===== src/rtl/barrel_normalizer.sv =====
// barrel_normalizer
//   Shifts a word one bit per clock toward its MSB (direction=1) or its
//   LSB (direction=0) until the first 1 lands in the target end bit. It
//   reports the normalized word and the number of shifts applied. An
//   all-zero word finishes on the accept edge and raises zero.
//
// Ports
//   clk          rising-edge clock
//   rst          asynchronous, active-high reset
//   in_valid     upstream word valid
//   in_ready     high only in IDLE while rst is low
//   direction    1 = normalize toward MSB, 0 = toward LSB
//   din          word to normalize (WIDTH bits)
//   out_valid    result valid (DONE state)
//   out_ready    downstream accepts result
//   dout         normalized word
//   shift_value  number of single-bit shifts applied (log2(WIDTH) bits)
//   zero         accepted word was all zeros
module barrel_normalizer #(
    parameter int WIDTH = 8
) (
    input  logic                       clk,
    input  logic                       rst,
    input  logic                       in_valid,
    output logic                       in_ready,
    input  logic                       direction,
    input  logic [WIDTH-1:0]           din,
    output logic                       out_valid,
    input  logic                       out_ready,
    output logic [WIDTH-1:0]           dout,
    output logic [$clog2(WIDTH)-1:0]   shift_value,
    output logic                       zero
);

    localparam int SW = $clog2(WIDTH);

    typedef enum logic [1:0] {
        IDLE  = 2'd0,
        SHIFT = 2'd1,
        DONE  = 2'd2
    } state_t;

    state_t           state_q, state_d;
    logic [WIDTH-1:0] work_q, work_d;
    logic             dir_q, dir_d;
    logic [SW-1:0]    cnt_q, cnt_d;
    logic [WIDTH-1:0] dout_q, dout_d;
    logic [SW-1:0]    shift_q, shift_d;
    logic             zero_q, zero_d;
    logic             out_valid_q, out_valid_d;
    logic             target_bit;

    // The bit the leading 1 must reach, chosen by the captured direction
    // so a mid-operation change on the direction port has no effect.
    assign target_bit = dir_q ? work_q[WIDTH-1] : work_q[0];

    always_comb begin
        state_d     = state_q;
        work_d      = work_q;
        dir_d       = dir_q;
        cnt_d       = cnt_q;
        dout_d      = dout_q;
        shift_d     = shift_q;
        zero_d      = zero_q;
        out_valid_d = out_valid_q;

        unique case (state_q)
            IDLE: begin
                if (in_valid) begin
                    work_d = din;
                    dir_d  = direction;
                    cnt_d  = '0;
                    if (din == '0) begin
                        // Nothing to normalize: publish the zero result now.
                        state_d     = DONE;
                        dout_d      = '0;
                        shift_d     = '0;
                        zero_d      = 1'b1;
                        out_valid_d = 1'b1;
                    end else begin
                        state_d = SHIFT;
                    end
                end
            end
            SHIFT: begin
                if (target_bit) begin
                    state_d     = DONE;
                    dout_d      = work_q;
                    shift_d     = cnt_q;
                    zero_d      = 1'b0;
                    out_valid_d = 1'b1;
                end else begin
                    // Word is non-zero, so at most WIDTH-1 shifts happen and
                    // the count cannot wrap.
                    work_d = dir_q ? (work_q << 1) : (work_q >> 1);
                    cnt_d  = cnt_q + SW'(1);
                end
            end
            DONE: begin
                if (out_ready) begin
                    state_d     = IDLE;
                    out_valid_d = 1'b0;
                end
            end
            default: begin
                state_d     = IDLE;
                out_valid_d = 1'b0;
            end
        endcase
    end

    // Control and published results: cleared asynchronously by rst.
    always_ff @(posedge clk or posedge rst) begin
        if (rst) begin
            state_q     <= IDLE;
            cnt_q       <= '0;
            dout_q      <= '0;
            shift_q     <= '0;
            zero_q      <= 1'b0;
            out_valid_q <= 1'b0;
        end else begin
            state_q     <= state_d;
            cnt_q       <= cnt_d;
            dout_q      <= dout_d;
            shift_q     <= shift_d;
            zero_q      <= zero_d;
            out_valid_q <= out_valid_d;
        end
    end

    // Working data: always reloaded on accept, so it needs no reset.
    always_ff @(posedge clk) begin
        work_q <= work_d;
        dir_q  <= dir_d;
    end

    assign in_ready    = (state_q == IDLE) && !rst;
    assign out_valid   = out_valid_q;
    assign dout        = dout_q;
    assign shift_value = shift_q;
    assign zero        = zero_q;

endmodule


===== config.mk =====
export PLATFORM = sky130hd
export DESIGN_NAME = barrel_normalizer
export DESIGN_NICKNAME = d
export VERILOG_FILES = /design/src/rtl/barrel_normalizer.sv
export SDC_FILE = /design/constraint.sdc
export NUM_CORES = 1
export LEC_CHECK = 0
export ABC_AREA = 1
export BUFFER_PORTS_ARGS = -buffer_cell sky130_fd_sc_hd__clkbuf_2
export CORE_UTILIZATION = 57
export CTS_CLUSTER_DIAMETER = 100
export DETAILED_ROUTE_END_ITERATION = 7
export GPL_ROUTABILITY_DRIVEN = 0
export PLACE_DENSITY = 0.9
export SLEW_MARGIN = 20
export SYNTH_ARGS = -nofsm -noshare
export SYNTH_HDL_FRONTEND = slang
export SYNTH_SLANG_ARGS = --single-unit

===== constraint.sdc =====
create_clock -name clk -period 2.3 [get_ports clk]
set_input_delay 0.23 -clock clk [delete_from_list [all_inputs] [get_ports clk]]
set_output_delay 0.23 -clock clk [all_outputs]
set_load 0.05 [all_outputs]

==> summary.md, run 1 <==
After Yosys synthesis, full adders, half adders and majority gates account for 0.973% of the synthesized area. The fraction of synthesized cell area taken by the top area cell type came out at 35.0%. Across the routed clock network, the largest skew measured is 0.00834 ns. Sorting the synthesized cells by area gives the leading types as sky130_fd_sc_hd__dfrtp_1 35%, sky130_fd_sc_hd__edfxtp_1 21%, sky130_fd_sc_hd__nand2_1 14%. When the netlist entered floorplanning its net count stood at 159.

The maximum frequency from static timing analysis was 583 MHz. The clock tree root buffer cell is sky130_fd_sc_hd__clkbuf_4. Global routing used 24.9% of the available tracks across all layers.

The mean number of vias per cell is 5.54. Leaving out fill and tap cells, the most frequent cell in the layout is sky130_fd_sc_hd__nand2_1. The effective utilization at floorplan is 63.0%, and the utilization after layout is 71.4%. The cell count after synthesis came out at 145.

The synthesized design contains 27 register bits. During synthesis, Yosys emitted a total of 0 warnings. The maximum fanout along the worst path came out at 12.

The number of max-slew violations in the final report is 0. The start-to-end type of the worst setup path is reg -> reg. For the number of different library cells in the post-synthesis netlist, the log shows 21.

The run gives 1 as the maximum level of the CTS H-tree. Summing every instance area after synthesis gives 1290 um^2. From synthesis to final layout, the design area changed by 13.3%.

The area of the core region is 2040 um^2. The final layout contains routed wiring with a total length of 2670 um. The critical path starts at dir_q. In this run the critical register-to-register path is launched from dir_q. The fraction of final layout cells sized beyond drive strength 1 was 24.0%; the first-pass detailed-route iteration total was 4. Grouping stages by cell kind, the critical path spends the most delay in flip-flops.

For the pin with the worst max-slew slack, the measured transition is 0.648 ns. The number of antenna diodes in the final layout is 0. Gates resized during post-CTS repair numbered 0.

In this run the most critical hold path is launched from direction. For this design the static power due to leakage is 0.755 nW. After legalization and detailed placement, the total HPWL measured 2060 um. Minimum clock period: 1.71 ns. After floorplanning, the core was divided into 16 placement rows. In the synthesized netlist, mux cells make up 0% of the area.

Entering global routing, the biggest net connects 21 pins. The critical path contains buffers and inverters numbering 2 combined. For this run, the post-layout net count is 186.

Leaving out fill and tap cells, the most frequent cells in the layout are 48 x sky130_fd_sc_hd__nand2_1, 26 x sky130_fd_sc_hd__clkbuf_2, 18 x sky130_fd_sc_hd__dfrtp_1. Including well taps, the total number of placed cells is 193. TritonCTS built the clock tree.

The die is 49.5 um wide. The tightest min-delay check is of the in -> reg type. The total overflow left after global routing is 0. Averaged over all synthesized cells, the footprint is 8.87 um^2. For this run, design rule violations remaining after detail routing come to 0. After detailed routing, the average wire length per cell comes to 13.5 um. The routed layout has 1097 vias. Setup repair after global routing left no endpoint under its margin.

The number of antenna violations at the first check in global routing was 0; the worst endpoint data arrival time was 1.77 ns. The clock tree buffer depth was 2. The first global-routing pass estimated 4570 um of wire. The final hold slack is 0.0774 ns, and the highest cell delay on the worst timing path is 0.54 ns. The via count of the first global-routing pass is 1030, and the ratio of final minimum period to clock period is 74.5%. STA classifies the critical path endpoint as a register. The post-synthesis xor/xnor area fraction is 0%, and the worst max-slew margin expressed relative to the limit is 56.7%. The total power per unit cell area is 1410 nW/um^2. Simple-gate share of the synthesized area: 30.0%. The synthesized netlist devotes 7.30% of its cell area to compound gates.

STA classifies the critical path startpoint as a register. The logs give 198 for the filler-free cell count of the finished design and 41 for the first-iteration detailed-routing DRC count. The tools report the sequential share of the synthesized area as 56.0%. The run finished with clean final reports. By area, the combinational part of the netlist is dominated by simple AND/OR/NAND/NOR gates. Measured along the y axis, the die boundary spans 49.5 um.

The slowest stage of the critical path belongs to the cell sky130_fd_sc_hd__edfxtp_1. STA puts the critical path data required time at 2.36 ns. The largest voltage drop on the vdd net is 818 uV.

The clock drives 27 sinks. Buffers inserted during clock tree synthesis total 3. Of all cell types, the one taking the most synthesized area is sky130_fd_sc_hd__dfrtp_1. In this run the remaining antenna-violating nets after routing total 0. The clock latency reported for the late side of the worst-skew pair was 0.32 ns; the boundary pin count was 27. Clock-pin slew was measured on the worst setup and hold paths at 0.15 ns. Walking the worst path, the cells encountered are inv_4 > nand2_2 > nand2_2 > nor2_4 > nor2_1 > inv_1. The die covers 2450 um^2. Number of hold-slack violations in the final timing report: 0.

Setup total negative slack on the finished layout was measured at 0 ns. The most frequent cell on the critical path was sky130_fd_sc_hd__nand2_2. The setup violation total in the final timing report is 0.

The number of maximum-capacitance constraint violations is 0. Input and output buffers added on the ports amount to 26.
==> flip-flops by register name (all words and copies together) (netlist names) <==
register / cells
zero: 1
dir_q: 1
cnt_q: 3
state_q: 2
dout: 8
work_q: 8
out_valid: 1
shift_value: 3
==> repair_timing <==
item / 4_1_cts / 5_1_grt
hold buffers: 1 / 0
endpoints found under the hold margin: 7 / 0
buffers inserted: 0 / 0
==> final cells by class <==
cell class / instances / area, um^2
Clock inverter: 1 / 5.00
Multi-Input combinational cell: 103 / 492
Fill cell: 169 / 584
Timing Repair Buffer: 28 / 148
Inverter: 9 / 36.3
Clock buffer: 3 / 22.5
Tap cell: 27 / 33.8
Sequential cell: 27 / 721
==> report_power, final <==
group | switching (W) | leakage (nW) | internal, W | total (W)
registers | 0.000143 | 0.324 | 0.000722 | 0.000864
logic | 0.000752 | 0.413 | 0.000244 | 0.000995
clock network | 0.000138 | 0.0177 | 0.0000652 | 0.000203
==> kinds of logic (layout without fill, tap and decap cells) <==
| kind of cell | after synthesis | after routing |
|---|---|---|
| adders and majority gates | 1 | 1 |
| buffers and inverters | 15 | 41 |
| DFF | 27 | 27 |
| AOI/OAI and AO/OA | 18 | 18 |
| and+or+nand+nor | 84 | 84 |
==> path summary, 6_finish.rpt <==
check / to / slack [ns] / cells past startpoint
worst max-delay path: work_q[4] / 0.59 / 6
worst min-delay path: dir_q / 0.08 / 1
worst max register to register: work_q[4] / 0.59 / 6
worst min register to register: dout[2] / 0.49 / 2
max in group asynchronous: dout[3] / 1.35 / 3
min in group asynchronous: state_q[0] / 0.53 / 3
==> per-layer routing <==
layer | wire length [um] | GRT usage, % | vias to the layer above
li1 | - | - | 529
met1 | 1080 | 33.3 | 507
met2 | 1350 | 42.5 | 53
met3 | 201 | 4.63 | 8
met4 | 42 | 5.24 | 0
met5 | 0 | 0 | -
==> worst reg2reg max path, stage by stage (launching register included) <==
cell and delay, ns:
sky130_fd_sc_hd__edfxtp_1 0.54, sky130_fd_sc_hd__inv_4 0.15, sky130_fd_sc_hd__nand2_2 0.06, sky130_fd_sc_hd__nand2_2 0.19, sky130_fd_sc_hd__nor2_4 0.07, sky130_fd_sc_hd__nor2_1 0.22
sky130_fd_sc_hd__inv_1 0.23
==> stage by stage <==
| step | setup WS, ns | instance area [um^2] | power, W |
|---|---|---|---|
| floorplan | 0.748 | 1290 | 0.00164 |
| global placement | 0.712 | 1420 | 0.00181 |
| detailed placement | 0.640 | 1420 | 0.00186 |
| CTS | 0.625 | 1460 | 0.00205 |
| global route | 0.458 | 1460 | 0.00221 |
| finish | 0.586 | 1460 | 0.00206 |
==> synth_stat cells, drive strengths merged <==
library cell and number:
dfrtp 18, a21oi 3, o21ai 15, clkbuf 1, nand4 11, edfxtp 9
buf 5, nand3 5, nand3b 1, nand2 50, inv 9, nor2 17
ha 1
Note: power is estimated with default switching activity, not from simulation.
==> inputs of run 2 (changes only) <==
--- a/config.mk
+++ b/config.mk
@@ -7,11 +7,12 @@
 export LEC_CHECK = 0
 export ABC_AREA = 1
 export BUFFER_PORTS_ARGS = -buffer_cell sky130_fd_sc_hd__clkbuf_2
-export CORE_UTILIZATION = 57
+export CORE_ASPECT_RATIO = 1.75
+export CORE_UTILIZATION = 53
 export CTS_CLUSTER_DIAMETER = 100
 export DETAILED_ROUTE_END_ITERATION = 7
 export GPL_ROUTABILITY_DRIVEN = 0
-export PLACE_DENSITY = 0.9
+export PLACE_DENSITY = 0.85
 export SLEW_MARGIN = 20
 export SYNTH_ARGS = -nofsm -noshare
 export SYNTH_HDL_FRONTEND = slang
==> constraint.sdc (replaced) <==
create_clock -name clk -period 1.6 [get_ports clk]
set_input_delay 0.16 -clock clk [delete_from_list [all_inputs] [get_ports clk]]
set_output_delay 0.16 -clock clk [all_outputs]
set_load 0.05 [all_outputs]
==> run 2 against run 1 <==
Power increased by 53%. Cell area increased by 3.9%. Highest routed layer unchanged. Sequential share of layout area decreased by 1.8 points. Cell count increased by 1.5%. Setup slack got worse by 0.50 ns. Sequential cell count unchanged. Clock skew decreased by 0.0042 ns. First-iteration DRC count decreased by 7.3%. Sequential power increased by 44%. Via count increased by 3.1%. Hold slack got worse by 0.011 ns.
==> summary.md, run 2 (same netlist as run 1, synthesis figures left out) <==
In this run the power density over the cells is 2090 nW/um^2. For the pin with the worst max-slew slack, the measured transition is 0.656 ns. In the layout the commonest cells are 48 x sky130_fd_sc_hd__nand2_1, 25 x sky130_fd_sc_hd__clkbuf_2, 18 x sky130_fd_sc_hd__dfrtp_1.

The worst setup path is launched from a register. The pre-antenna-repair detailed-routing pass consisted of 5 iterations. Detailed placement finished with a half-perimeter wire length of 2130 um.

The maximum level of the CTS H-tree was 1. The overall die width came out at 39.2 um. Setup violations remaining at the end of the flow were counted as 0.

STA classifies the critical path endpoint as an output port. The start-to-end type of the worst setup path was reg -> out. The maximum frequency from static timing analysis was 661 MHz.

The classification of the worst-slack hold path was in -> reg. Along the worst path, the maximum fanout reaches 4. Ratio of final minimum period to clock period: 94.6%. Fill cells in the final layout number 202. In this run the cell area measured after placement is 1460 um^2. The utilization after layout came out at 65.8%.

Entering global routing, the biggest net connects 21 pins. In this run the most critical hold path is launched from direction. The maximum clock skew at final layout is 0.00417 ns, and the total routing resource utilization after global routing is 26.5%. The number of placement rows is 23. Number of buffers created by CTS: 3. The chip height is 67.2 um, and the total routed wirelength is 2810 um. Setup repair after global routing left no endpoint under its margin.

Using the TritonRoute via totals, the vias-per-cell ratio works out to 5.63. The tools report the beginning of the critical path as state_q[1]. The run gives 4770 um as the global-route wire length before repair.

The multi-input combinational cells in the finished layout cover a total of 492 um^2. The boundary pin count was 27; the clock-pin slew reported for the worst setup and hold paths after clock tree synthesis was 0.09 ns. The number of antenna violations at the first check in global routing is 0, and the remaining antenna violation count after routing is 0. The logs give 0 for the number of hold-slack violations in the final timing report and 0 ns for the sum of negative setup slack. Data on the critical path arrives at its endpoint at 1.35 ns.

TritonCTS built the clock tree. The flow ran to the end, and the final reports show no timing, DRC or antenna violations. Cells with a size suffix above 1 make up 26.7% of the layout. The combined flip-flop and latch cell area is 721 um^2, and the number of design rule violations left after detail routing is 0. The growth of design area from synthesis to finish is 17.7%, and the area of the die is 2640 um^2. In this run, the number of DRC markers left after iteration 0 of detailed routing was 38.

Across all layers, the routed design uses 1131 vias. The clock latency reported for the late side of the worst-skew pair was 0.28 ns. The logs give 0.785 nW for the leakage power total and 56.2% for the worst max-slew margin expressed relative to the limit. The finished cells cover 1510 um^2.

The longest clock path from root to sink contains 2 buffers. Across the VDD grid, the largest voltage drop is 1160 uV. The launch instance of the worst register-to-register path was state_q[1]. The clock tree root buffer cell was sky130_fd_sc_hd__clkbuf_8.

The logs give 27 for the number of clock sinks and 0 for the number of max-slew violations in the final report. The tools report the number of antenna diodes as 0. Max-cap violations in this run came to 0. The via count of the first global-routing pass came out at 1109. Once the clock tree was built, the setup fixing pass inserted 0 buffers.

The net count of the finished layout is 191. In this run the standard cell core region covers 2300 um^2. Total power for the finished layout comes to 0.00317 W. The routed length per placed instance was 14.0 um. The minimum clock period is 1.51 ns, and the number of port buffers is 26. The initial utilization of the core area, before any placement, comes to 55.9%. The most frequent standard cell in the layout excluding fill and tap cells was sky130_fd_sc_hd__nand2_1. Data on the critical path is required at its endpoint by 1.44 ns. The run gives 0 as the total congestion overflow.
==> run 2: cell count changes in the layout (fill, tap and decap cells not counted), sizes merged <==
cell and change:
buf +5
==> run 2: critical path, stage by stage (launching register included) <==
cell	delay, ns
sky130_fd_sc_hd__dfrtp_1	0.44
sky130_fd_sc_hd__nor2_1	0.14
sky130_fd_sc_hd__buf_4	0.15
sky130_fd_sc_hd__inv_1	0.04
sky130_fd_sc_hd__nor2_1	0.07
sky130_fd_sc_hd__clkbuf_4	0.23
==> run 2: metal layers <==
metal | global-route usage (%) | part of all wire, % | vias to the layer above
met2 | 47.7 | 57 | 44
li1 | - | - | 543
met4 | 14.7 | 3.4 | 0
met1 | 27.6 | 34 | 535
met3 | 3.95 | 4.7 | 9
met5 | 0 | 0 | -
==> run 2: metrics by stage <==
step | hold WS (ns) | instances | setup WS, ns
finish | 0.0660 | 201 | 0.0871
global route | 0.0688 | 201 | 0.00405
CTS | 0.0745 | 201 | 0.0402
detailed placement | 0.279 | 196 | 0.135
global placement | 0.260 | 196 | 0.186
floorplan | 0.0986 | 145 | 0.118
==> run 2: worst paths after layout <==
kind,endpoint,cells past startpoint,slack [ns]
hold reg to reg,dout[2],2,0.48
hold / removal,dir_q,1,0.07
max in group asynchronous,shift_value[2],3,0.67
setup reg to reg,work_q[6],5,0.22
min in group asynchronous,dout[7],3,0.51
setup / recovery,in_ready,5,0.09
==> run 2: final cells by class <==
cell class / instances / share of cell area, %
Multi-Input combinational cell: 103 / 32.5
Sequential cell: 27 / 47.6
Clock buffer: 3 / 2.73
Inverter: 9 / 2.40
Timing Repair Buffer: 33 / 12.4
Tap cell: 25 / 2.07
Clock inverter: 1 / 0.331
==> run 2: where the power goes <==
part	leakage (nW)	switching, W	internal (W)
combinational	0.436	0.00111	0.000423
sequential	0.324	0.000200	0.00104
clock	0.0255	0.000219	0.000175
total	0.785	0.00153	0.00164
==> run 2: timing repair <==
item	CTS	global route
hold buffers	1	0
endpoints found under the hold margin	18	0
setup endpoints to repair	0	9
resized for setup	0	3
